===== config.mk =====
export PLATFORM = sky130hd
export DESIGN_NAME = sd_init_seq
export DESIGN_NICKNAME = d
export VERILOG_FILES = /design/src/rtl/sd_init_seq.sv
export SDC_FILE = /design/constraint.sdc
export NUM_CORES = 1
export LEC_CHECK = 0
export ABC_AREA = 1
export CORE_MARGIN = 1.5
export CORE_UTILIZATION = 39
export CTS_BUF_LIST = sky130_fd_sc_hd__clkbuf_8 sky130_fd_sc_hd__clkbuf_16
export DETAILED_ROUTE_END_ITERATION = 6
export PLACE_DENSITY = 0.76
export REMOVE_ABC_BUFFERS = 1
export SLEW_MARGIN = 20
export SYNTH_ARGS = -nofsm -noshare
export SYNTH_HDL_FRONTEND = slang
export SYNTH_SLANG_ARGS = --single-unit

===== constraint.sdc =====
create_clock -name iclk -period 2.2 [get_ports iclk]
set_clock_uncertainty 0.05 [all_clocks]
set_input_delay 0.44 -clock iclk [delete_from_list [all_inputs] [get_ports iclk]]
set_output_delay 0.44 -clock iclk [all_outputs]
set_load 0.05 [all_outputs]

===== src/rtl/sd_init_seq.sv =====
// SD card initialization sequencer: CMD8, CMD55/ACMD41 polling, CMD2, CMD3, CMD7.
// Define SD_WIDE_BUS_EN to append CMD55/ACMD6, which switches the card to a 4-bit bus.
module sd_init_seq (
  input  logic        iclk,
  input  logic        irst_n,
  input  logic        istart,
  output logic        ocmd_start,
  output logic [5:0]  ocmd_index,
  output logic [31:0] ocmd_arg,
  input  logic [75:0] iresp,
  input  logic        icmd_done,
  output logic [15:0] orca,
  output logic        ohcs,
  output logic        oready,
  output logic        oerror,
  output logic [3:0]  ostate
);

  localparam logic [3:0] S_IDLE   = 4'd0;
  localparam logic [3:0] S_CMD8   = 4'd1;
  localparam logic [3:0] S_CMD55  = 4'd2;
  localparam logic [3:0] S_ACMD41 = 4'd3;
  localparam logic [3:0] S_CMD2   = 4'd4;
  localparam logic [3:0] S_CMD3   = 4'd5;
  localparam logic [3:0] S_CMD7   = 4'd6;
`ifdef SD_WIDE_BUS_EN
  localparam logic [3:0] S_CMD55B = 4'd7;
  localparam logic [3:0] S_ACMD6  = 4'd8;
`endif
  localparam logic [3:0] S_READY  = 4'd9;
  localparam logic [3:0] S_ERROR  = 4'd10;

  // Driver handshake: ocmd_start pulses once with index/arg already stable; the
  // driver answers with a single icmd_done pulse, and iresp is valid in that cycle.
  logic [3:0]  state, state_nxt;
  logic [7:0]  retry;
  logic [9:0]  wd;
  logic [15:0] rca_nxt;
  logic        waiting, done_ok, timeout;
  logic        unused_resp;

  function automatic logic is_cmd(input logic [3:0] s);
    case (s)
      S_CMD8, S_CMD55, S_ACMD41, S_CMD2, S_CMD3, S_CMD7: is_cmd = 1'b1;
`ifdef SD_WIDE_BUS_EN
      S_CMD55B, S_ACMD6: is_cmd = 1'b1;
`endif
      default: is_cmd = 1'b0;
    endcase
  endfunction

  function automatic logic [5:0] cmd_index(input logic [3:0] s);
    case (s)
      S_CMD8:   cmd_index = 6'd8;
      S_CMD55:  cmd_index = 6'd55;
      S_ACMD41: cmd_index = 6'd41;
      S_CMD2:   cmd_index = 6'd2;
      S_CMD3:   cmd_index = 6'd3;
      S_CMD7:   cmd_index = 6'd7;
`ifdef SD_WIDE_BUS_EN
      S_CMD55B: cmd_index = 6'd55;
      S_ACMD6:  cmd_index = 6'd6;
`endif
      default:  cmd_index = 6'd0;
    endcase
  endfunction

  function automatic logic [31:0] cmd_arg(input logic [3:0] s, input logic [15:0] rca);
    case (s)
      S_CMD8:   cmd_arg = 32'h0000_01AA;
      S_ACMD41: cmd_arg = 32'h40FF_8000;
      S_CMD7:   cmd_arg = {rca, 16'h0000};
`ifdef SD_WIDE_BUS_EN
      S_CMD55B: cmd_arg = {rca, 16'h0000};
      S_ACMD6:  cmd_arg = 32'h0000_0002;
`endif
      default:  cmd_arg = 32'h0000_0000;
    endcase
  endfunction

  // The start cycle itself is not part of the wait phase.
  assign waiting = is_cmd(state) && !ocmd_start;
  assign done_ok = waiting && icmd_done;
  assign timeout = waiting && !icmd_done && (wd == 10'd1023);

  assign unused_resp = ^{iresp[75:32], iresp[15:12]};

  always_comb begin
    state_nxt = state;
    rca_nxt   = orca;
    if (timeout) begin
      state_nxt = S_ERROR;
    end else begin
      case (state)
        S_IDLE:   if (istart) state_nxt = S_CMD8;
        S_CMD8:   if (done_ok) state_nxt = (iresp[11:0] == 12'h1AA) ? S_CMD55 : S_ERROR;
        S_CMD55:  if (done_ok) state_nxt = S_ACMD41;
        S_ACMD41: if (done_ok) begin
          if (iresp[31])              state_nxt = S_CMD2;
          else if (retry == 8'd255)   state_nxt = S_ERROR;
          else                        state_nxt = S_CMD55;
        end
        S_CMD2:   if (done_ok) state_nxt = S_CMD3;
        S_CMD3:   if (done_ok) begin
          rca_nxt   = iresp[31:16];
          state_nxt = (iresp[31:16] == 16'h0000) ? S_ERROR : S_CMD7;
        end
`ifdef SD_WIDE_BUS_EN
        S_CMD7:   if (done_ok) state_nxt = S_CMD55B;
        S_CMD55B: if (done_ok) state_nxt = S_ACMD6;
        S_ACMD6:  if (done_ok) state_nxt = S_READY;
`else
        S_CMD7:   if (done_ok) state_nxt = S_READY;
`endif
        default:  state_nxt = state;
      endcase
    end
  end

  always_ff @(posedge iclk or negedge irst_n) begin
    if (!irst_n) begin
      state      <= S_IDLE;
      ocmd_start <= 1'b0;
      ocmd_index <= 6'd0;
      ocmd_arg   <= 32'h0;
      orca       <= 16'h0;
      ohcs       <= 1'b0;
      retry      <= 8'd0;
      wd         <= 10'd0;
    end else begin
      state      <= state_nxt;
      ocmd_start <= 1'b0;
      // Index/arg are loaded on entry so the driver sees them with the start pulse.
      if (state_nxt != state && is_cmd(state_nxt)) begin
        ocmd_start <= 1'b1;
        ocmd_index <= cmd_index(state_nxt);
        ocmd_arg   <= cmd_arg(state_nxt, rca_nxt);
        wd         <= 10'd0;
      end else if (is_cmd(state)) begin
        wd <= wd + 10'd1;
      end
      if (state == S_IDLE && istart) retry <= 8'd0;
      if (state == S_ACMD41 && done_ok) begin
        if (iresp[31])              ohcs  <= iresp[30];
        else if (retry != 8'd255)   retry <= retry + 8'd1;
      end
      if (state == S_CMD3 && done_ok) orca <= iresp[31:16];
    end
  end

  assign oready = (state == S_READY);
  assign oerror = (state == S_ERROR);
  assign ostate = state;

endmodule


==> run metrics, run 1 <==
CP cell instances inv_2, buf_4, nand2_1, nor2_1, buf_4, nor2_1, nand3_1, nor2_2, o21ai_2, nand3_4, nand2_8, clkbuf_16, nand2_1, nand2_1; Cell variety after synth 36; die area 9600 sq um; Ports 142; clock latency on the worst-skew pair 350 ps; fillcell total 700; CTS tree built; CP max stage delay 410 ps; Port Buffers 83; root buf cell clkbuf_8; worst-path fanout max 7; status complete, but fails checks; WP buf/inv 4; WL per Instance 13.7 um; #FFs+latches synth 64; failing checks negative setup slack; Via density 4.81; Yosys top cell area share 45.5%; vias in the first global route 3391; layout cells sized above 1 26.2%; drt initial violations 235; initial antenna violation count 0; fin worst setup slack -47.4 ps; Setup-failing EPs final 28; synthesized cell area 3520 sq um; Hold Path Class in -> async; Fin Hold WS 39.3 ps; pwr/cell area 443 nW/um^2; first-pass GRT wire length 15700 um; FP Rows 34; most frequent cell after synthesis nand2_1; Register Area 1610 sq um; GRT overflow 0; Final Critical Period 2250 ps; Vias 3423; Fin Setup TNS -609 ps; FFs w/ async S/R, synth 100%; sequential fraction of the synthesis area 45.5%; CP required 2400 ps; multi-input logic area 1800 sq um; GPL Wtd Cong 0.877; RSZ-0062 raised after global routing true; crit path capture type flop; CTS Buf Count 9; die height 98 um; HPWL Detailed 6650 um; top cell type by total area after synthesis dfrtp_1; Post-synth EDFFs 0; Area Overhead vs Synth 49.6%; cts hold-fix bufs 0; Final Hold Vio Count 0; Most used DFF post-synth dfrtp_1; Num Clock Sinks 64; CP max stage cell dfrtp_2; # diodes 0; ranking of synthesized cells by area dfrtp_1 46%, nand2_1 18%, nand3_1 5.5%, nor2_1 4.8%, inv_1 4.1%; clock share of power 43.1%; nets@finish 681; Initial Util 40.4%; utilization after layout 60.4%; Critical Path AT 2440 ps; Die X-Extent 98 um; max-slew violation count 0; CTS clk-pin slew, worst paths 80 ps; cell area after placement 4750 sq um; P_sw 0.569 mW; drt drc 0; Sw Share 24.4%; yosys warns 0; Worst path top cell family by delay simple AND/OR/NAND/NOR gates; Reg power frac 50.4%; Final Instance Area 5270 sq um; largest net degree at the start of global routing 65; final wirelength 9740 um; most used cell along the critical path nand2_1; CTS Buffer Depth 2; number of max-cap violations 0; internal power 1.76 mW; fin crit share 102%; Max IR drop VDD 0.355 mV; Crit Reg-Reg Startpoint ostate[0]; H-Tree Depth 3; P_leak 2.79 nW; GRT Overall Usage 20.0%; fmax 445 MHz; Logic pwr share 6.5%; core footprint 8720 sq um; Max-slew headroom 64.3%; top cell types by occurrence after synthesis 168 x nand2_1, 64 x dfrtp_1, 45 x nor2_1; DR pass1 iterations 4; syn avg cell area 7.70 sq um; Critical path origin ostate[0]; kind of start point of the critical path flop; Cells after Synth 457; crit path kind reg -> reg; Least-Margin Pin Slew 534 ps; Final ANT Viol Nets 0
==> kinds of logic (layout without fill, tap and decap cells) <==
family	count (synthesis)	count (layout)	share of synthesized area, %
simple gates	291	292	37.9
buf+inv	68	205	9.85
flops	64	64	45.5
compound gates	20	20	3.13
xor+xnor	10	10	2.49
fa+ha+maj	2	2	0.711
other cells	1	10	0.107
mux	1	1	0.284
==> worst register-to-register path: cells and delay by family (launching register included) <==
kind                   cells  cell delay, ps
and+or+nand+nor            9            1060
buffers and inverters      4             530
DFF                        1             410
AOI/OAI and AO/OA          1             100
==> path summary, 6_finish.rpt <==
kind                                end  slack (ps)  cells after the start
min reg2reg                ocmd_arg[18]         420                      2
min                             orca[8]          40                      2
min in group iclk              orca[10]         370                      3
max reg2reg                ocmd_arg[24]         -50                     14
max in group asynchronous     ostate[3]        1760                      2
max                        ocmd_arg[24]         -50                     14
==> cell type report <==
class | instances | area share [%]
Timing Repair Buffer | 144 | 25.8
Inverter | 45 | 3.33
Tap cell | 108 | 2.57
Multi-Input combinational cell | 335 | 34.1
Clock buffer | 9 | 2.35
Clock inverter | 7 | 1.35
Sequential cell | 64 | 30.5
==> power groups by stage <==
| stage | Combinational [mW] | Sequential [mW] | Clock, mW |
|---|---|---|---|
| CTS | 0.153 | 1.18 | 1.03 |
| finish | 0.152 | 1.18 | 1.01 |
| global placement | 0.149 | 1.20 | 0 |
| detailed placement | 0.152 | 1.20 | 0 |
| floorplan | 0.0486 | 1.20 | 0 |
| global route | 0.167 | 1.17 | 1.08 |
==> state kept, by name, summed over array words and instances, names as in the netlist <==
name / cells
retry: 8
wd: 10
ostate: 4
ohcs: 1
orca: 16
ocmd_index: 6
ocmd_arg: 18
ocmd_start: 1
==> cells in the final DEF (no fill, tap or decap), types with 3 or more instances in the layout <==
master,netlist,routed
nand2_1,168,157
clkdlybuf4s50_1,0,72
dfrtp_1,64,61
buf_4,14,56
inv_1,38,36
nand3_1,39,33
nor2_1,45,31
nand2_2,6,14
nor2_4,11,14
nor2_2,2,13
conb_1,1,10
clkbuf_8,0,9
o21ai_0,9,8
xor2_1,8,8
inv_2,5,7
nand3_2,2,6
nand4_1,5,5
nor3_1,6,5
nand2_4,2,4
nand3_4,1,4
clkinv_2,0,4
a21oi_1,5,4
dlygate4sd2_1,0,4
buf_12,1,4
o22ai_1,3,3
dlymetal6s2s_1,0,3
dfrtp_2,0,3
buf_6,2,3
==> through the flow <==
step | setup slack (ps) | power (mW) | cells
5_1_grt | -155 | 2.42 | 712
2_1_floorplan | -745 | 1.25 | 443
3_3_place_gp | -303 | 1.35 | 683
6_report | -47.4 | 2.33 | 712
3_5_place_dp | -412 | 1.35 | 683
4_1_cts | -3.96 | 2.36 | 704
==> repair_timing <==
| action | CTS | global route |
|---|---|---|
| cloned | 1 | 1 |
| hold endpoints to repair | 0 | 0 |
| setup endpoints to repair | 35 | 36 |
| setup buffers | 4 | 7 |
| pin swaps | 5 | 17 |
| resized for setup | 25 | 40 |
==> per-layer routing <==
| metal | global-route usage [%] | wire length (um) |
|---|---|---|
| met5 | 0 | 0 |
| met4 | 8.24 | 229 |
| met1 | 24.9 | 4190 |
| met2 | 34.4 | 4870 |
| met3 | 3.22 | 446 |
Power figures use the tool's default switching activity.
==> inputs of run 2 (changes only) <==
--- a/config.mk
+++ b/config.mk
@@ -18 +18,2 @@
 export SYNTH_SLANG_ARGS = --single-unit
+export TNS_END_PERCENT = 100
--- a/constraint.sdc
+++ b/constraint.sdc
@@ -4,2 +4,2 @@
 set_output_delay 0.44 -clock iclk [all_outputs]
-set_load 0.05 [all_outputs]
+set_load 0.01 [all_outputs]
==> run 2 against run 1 <==
Net effect: the run still ends with negative setup slack left; first-iteration DRC count grew 0.43%; critical path depth grew 2; largest power group is now the clock network; total power grew 11%.
==> run metrics, run 2 (synthesis gave the netlist of run 1 again) <==
status complete, but fails checks; failing checks negative setup slack; die height 98 um; fin worst setup slack -102 ps; CP required 2390 ps; Fin Setup TNS -2770 ps; GRT overflow 0; max FFs per register 18; WL per Instance 14.3 um; largest net degree at the start of global routing 65; crit path kind reg -> reg; max-slew violation count 0; Area Overhead vs Synth 54.9%; Vias 3472; # diodes 0; core footprint 8720 sq um; number of max-cap violations 0; cell area after placement 4730 sq um; kind of start point of the critical path flop; Ports 142; P_leak 2.82 nW; Initial Util 40.4%; Fin Hold WS 22.4 ps; Final Critical Period 2300 ps; nets@finish 679; crit path capture type flop; most common cell after layout, fill and taps aside nand2_1; layout cells sized above 1 28.6%; CTS tree built; Final ANT Viol Nets 0; fmax 434 MHz; die area 9600 sq um; GRT Overall Usage 19.9%; Port Buffers 83; initial antenna violation count 0; Final Hold Vio Count 0; Via density 4.89; fin crit share 105%; H-Tree Depth 3; clock latency on the worst-skew pair 360 ps; Placed Cells 683; worst-path fanout max 7; DP Worst Slack -347 ps; count of non-filler cells in the finished layout 710; Critical Path AT 2500 ps; GPL Wtd Cong 0.877; vias in the first global route 3423; CTS Buf Count 9; Num Clock Sinks 64; Max IR drop VDD 0.343 mV; root buf cell clkbuf_8; pwr/cell area 475 nW/um^2; HPWL Detailed 6580 um; cts hold-fix bufs 0; fillcell total 675; worst r2r path cells 16; Die X-Extent 98 um; most frequent cells in the layout 136 x nand2_1, 79 x clkdlybuf4s50_1, 63 x dfrtp_1, 49 x buf_4; RSZ-0062 raised after global routing true; DR pass1 iterations 4; FP Rows 34; Setup-failing EPs final 34; Final Instance Area 5450 sq um; final wirelength 10200 um; first-pass GRT wire length 15600 um; Hold Path Class in -> async; Total Power 2.59 mW; CTS Buffer Depth 2; CTS clk-pin slew, worst paths 80 ps; register bank with the most flops ocmd_arg; drt drc 0; Top Registers ocmd_arg x18, orca x16, wd x10; utilization after layout 62.5%; drt initial violations 236
-- run 2: cell count changes in the layout (fill, tap and decap cells not counted), moves of 5 or more --
cell,delta
buf_4,-7
nand2_1,-21
clkdlybuf4s50_1,+7
nand2_2,+15
nand2_4,+5
-- run 2: worst paths after layout --
kind	startpoint	end	slack, ps
setup / recovery	ostate[0]	ocmd_arg[23]	-100
hold / removal	irst_n	orca[8]	20
setup reg to reg	ostate[0]	ocmd_arg[23]	-100
hold reg to reg	ocmd_arg[20]	ocmd_arg[20]	420
max in group asynchronous	irst_n	ostate[2]	1770
min in group iclk	ocmd_arg[20]	ocmd_arg[20]	420
-- run 2: worst max-delay path, stage by stage, from the launching register on --
cell and delay, ps:
dfrtp_1 440, nand2_1 150, nand3_4 110, buf_4 170
nand2_2 90, o21ai_2 80, inv_1 90, nand3_2 100
nor2_4 110, nor2_4 50, nor2_4 160, nand2_2 90
nand3_4 120, nand2_8 90, clkbuf_16 180, nand2_4 50
nand2_1 50
-- run 2: timing repair --
action,4_1_cts,5_1_grt
gates resized for setup,23,82
pin swaps,4,18
buffers inserted,5,3
setup endpoints to repair,36,37
gates cloned,1,2
-- run 2: routing by layer --
layer	vias up	track usage, %	share of wire (%)	routed length (um)
met3	20	3.72	4.4	443
met2	104	34.5	53	5350
li1	1683	-	-	-
met4	0	6.48	2.1	210
met5	-	0	0	0
met1	1665	24.9	41	4150
-- run 2: final cells by class --
type | instances | area (sq um) | share of cell area [%]
timing repair inverter | 1 | 16.3 | 0.298
multi-input combinational | 335 | 1910 | 35.1
clock inverter | 6 | 115 | 2.11
tap | 108 | 135 | 2.48
inverter | 45 | 200 | 3.67
clock buffer | 10 | 138 | 2.52
sequential | 64 | 1600 | 29.4
timing repair buffer | 141 | 1330 | 24.4
-- run 2: power by group --
group	internal [mW]	leakage, nW	switching (mW)
Sequential	1.18	0.804	0
Combinational	0.0645	1.90	0.0572
Clock	0.789	0.123	0.501
Total	2.03	2.82	0.558
==> inputs of run 3 (changes only) <==
- GPL_ROUTABILITY_DRIVEN: unset -> 0
==> run 3 against run 2 <==
Net effect: utilization shrank 2.7 points; register-to-register slack improved by 90 ps; setup slack improved by 86 ps; fmax up 3.9%; largest power group is now sequential cells; count of clock-buffer cells in the layout is the same; the run still ends with negative setup slack left; sequential power hardly changed; clock power decreased by 28%; final cell count is 0.14% higher; total power fell by 14%; critical endpoint is now ocmd_arg[25]; combinational power hardly changed; critical path depth is the same; final area down 4.3%.
==> run metrics, run 3 (synthesis gave the netlist of run 1 again) <==
HPWL Detailed 6610 um; DR pass1 iterations 4; RSZ-0062 raised after global routing true; Die X-Extent 98 um; Final Instance Area 5220 sq um; final wirelength 9250 um; FP Rows 34; layout cells sized above 1 25.4%; most frequent cells in the layout 153 x nand2_1, 77 x clkdlybuf4s50_1, 62 x dfrtp_1, 54 x buf_4, 37 x inv_1; Critical Path AT 2410 ps; CTS Buffer Depth 2; CTS Buf Count 9; Worst Setup EP ocmd_arg[25]; Final Hold Vio Count 0; most common cell after layout, fill and taps aside nand2_1; number of max-cap violations 0; Fin Hold WS 33.7 ps; Ports 142; nets@finish 680; Critical path origin ostate[0]; GRT Overall Usage 18.7%; Via density 4.67; cell area after placement 4750 sq um; Final Critical Period 2220 ps; largest net degree at the start of global routing 25; pwr/cell area 426 nW/um^2; P_leak 2.76 nW; first-pass GRT wire length 14600 um; kind of start point of the critical path flop; vias in the first global route 3185; utilization after layout 59.8%; Initial Util 40.4%; die height 98 um; Hold Path Class in -> async; WL per Instance 13.0 um; clock latency on the worst-skew pair 360 ps; worst-path fanout max 13; Top Registers ocmd_arg x18, orca x16, wd x10; fillcell total 718; fmax 451 MHz; drt drc 0; Crit Reg-Reg Startpoint ostate[0]; max FFs per register 18; Least-Margin Pin Slew 613 ps; die area 9600 sq um; fin crit share 101%; Setup-failing EPs final 16; root buf cell clkbuf_8; Final ANT Viol Nets 0; # diodes 0; Vias 3321; failing checks negative setup slack; max-slew violation count 0; core footprint 8720 sq um; CP required 2400 ps; initial antenna violation count 0; Num Clock Sinks 64; worst r2r path cells 16; crit path capture type flop; register bank with the most flops ocmd_arg; Max-slew headroom 59.1%; Port Buffers 83; flop-to-flop setup slack -20 ps; CTS tree built; crit path kind reg -> reg; CTS clk-pin slew, worst paths 80 ps; fin worst setup slack -16.5 ps; Area Overhead vs Synth 48.3%; drt initial violations 216; status complete, but fails checks; GRT overflow 0; FF-to-FF End ocmd_arg[25]; Max IR drop VDD 0.300 mV; H-Tree Depth 3
[run 3: cell count changes in the layout (fill, tap and decap cells not counted), moves of 3 or more]
cell       before  now
nand2_1       136  153
nand2_4         9    5
buf_4          49   54
nand2_2        29   17
nand3_1        32   35
nor2_2          9   12
bufinv_16       3    0
[run 3: per-stage QoR]
step | total power, mW | setup TNS (ps) | instances | worst slack, ps
5_1_grt | 2.30 | -4130 | 711 | -145
3_3_place_gp | 1.32 | -9400 | 684 | -315
6_report | 2.22 | -188 | 711 | -16.5
3_5_place_dp | 1.32 | -10490 | 684 | -348
2_1_floorplan | 1.22 | -11200 | 443 | -460
4_1_cts | 2.25 | 0 | 703 | 6.21
[run 3: power breakdown]
part / leakage (nW) / total (mW) / switching, mW / internal [mW]
clock: 0.0926 / 0.923 / 0.481 / 0.442
combinational: 1.86 / 0.125 / 0.0575 / 0.0675
sequential: 0.804 / 1.18 / 0 / 1.18
[run 3: critical path: stages (launching register included)]
cell and delay [ps]:
dfrtp_1 440, nand2_1 120, nand3_2 100, buf_4 170
nand2_2 80, o21ai_2 70, inv_1 90, nand3_4 90
nor2_4 110, nor2_4 50, nor2_4 160, nand2_2 100
nand3_4 120, nand2_8 90, buf_12 160, nand2_1 50
nand2_1 40
[run 3: area by class of cell]
cell class | instances | area (sq um) | area share, %
clock inverters | 6 | 43.8 | 0.839
inverters | 45 | 174 | 3.33
well taps | 108 | 135 | 2.59
repair buffers | 143 | 1320 | 25.4
flip-flops and latches | 64 | 1600 | 30.7
clock buffers | 10 | 138 | 2.64
multi-input cells | 335 | 1800 | 34.5
[run 3: how the worst min path moves through the flow]
stage / depth (start not counted) / startpoint / to / slack (ps)
floorplan: 0 / irst_n / ocmd_arg[15] / 90
global placement: 2 / ocmd_arg[29] / ocmd_arg[29] / 410
detailed placement: 2 / ocmd_arg[29] / ocmd_arg[29] / 410
CTS: 1 / irst_n / orca[11] / 50
global route: 1 / irst_n / orca[11] / 70
finish: 1 / irst_n / orca[11] / 30
[run 3: repair_timing]
item                                    in CTS  in global routing
buffers inserted                             2                  8
hold buffers                                 0                  0
pin swaps                                    1                 15
hold endpoints to repair                     0                  0
cloned                                       1                  0
endpoints found under the setup margin      36                 37
resized for setup                           15                 51
[run 3: per-layer routing]
metal / share of wire, % / wire length (um) / GRT usage, % / up-vias
met1: 42 / 3920 / 23.9 / 1539
met4: 1.8 / 167 / 7.03 / 0
met3: 5.1 / 475 / 3.65 / 17
met5: 0 / 0 / 0 / -
li1: - / - / - / 1683
met2: 51 / 4700 / 31.3 / 82
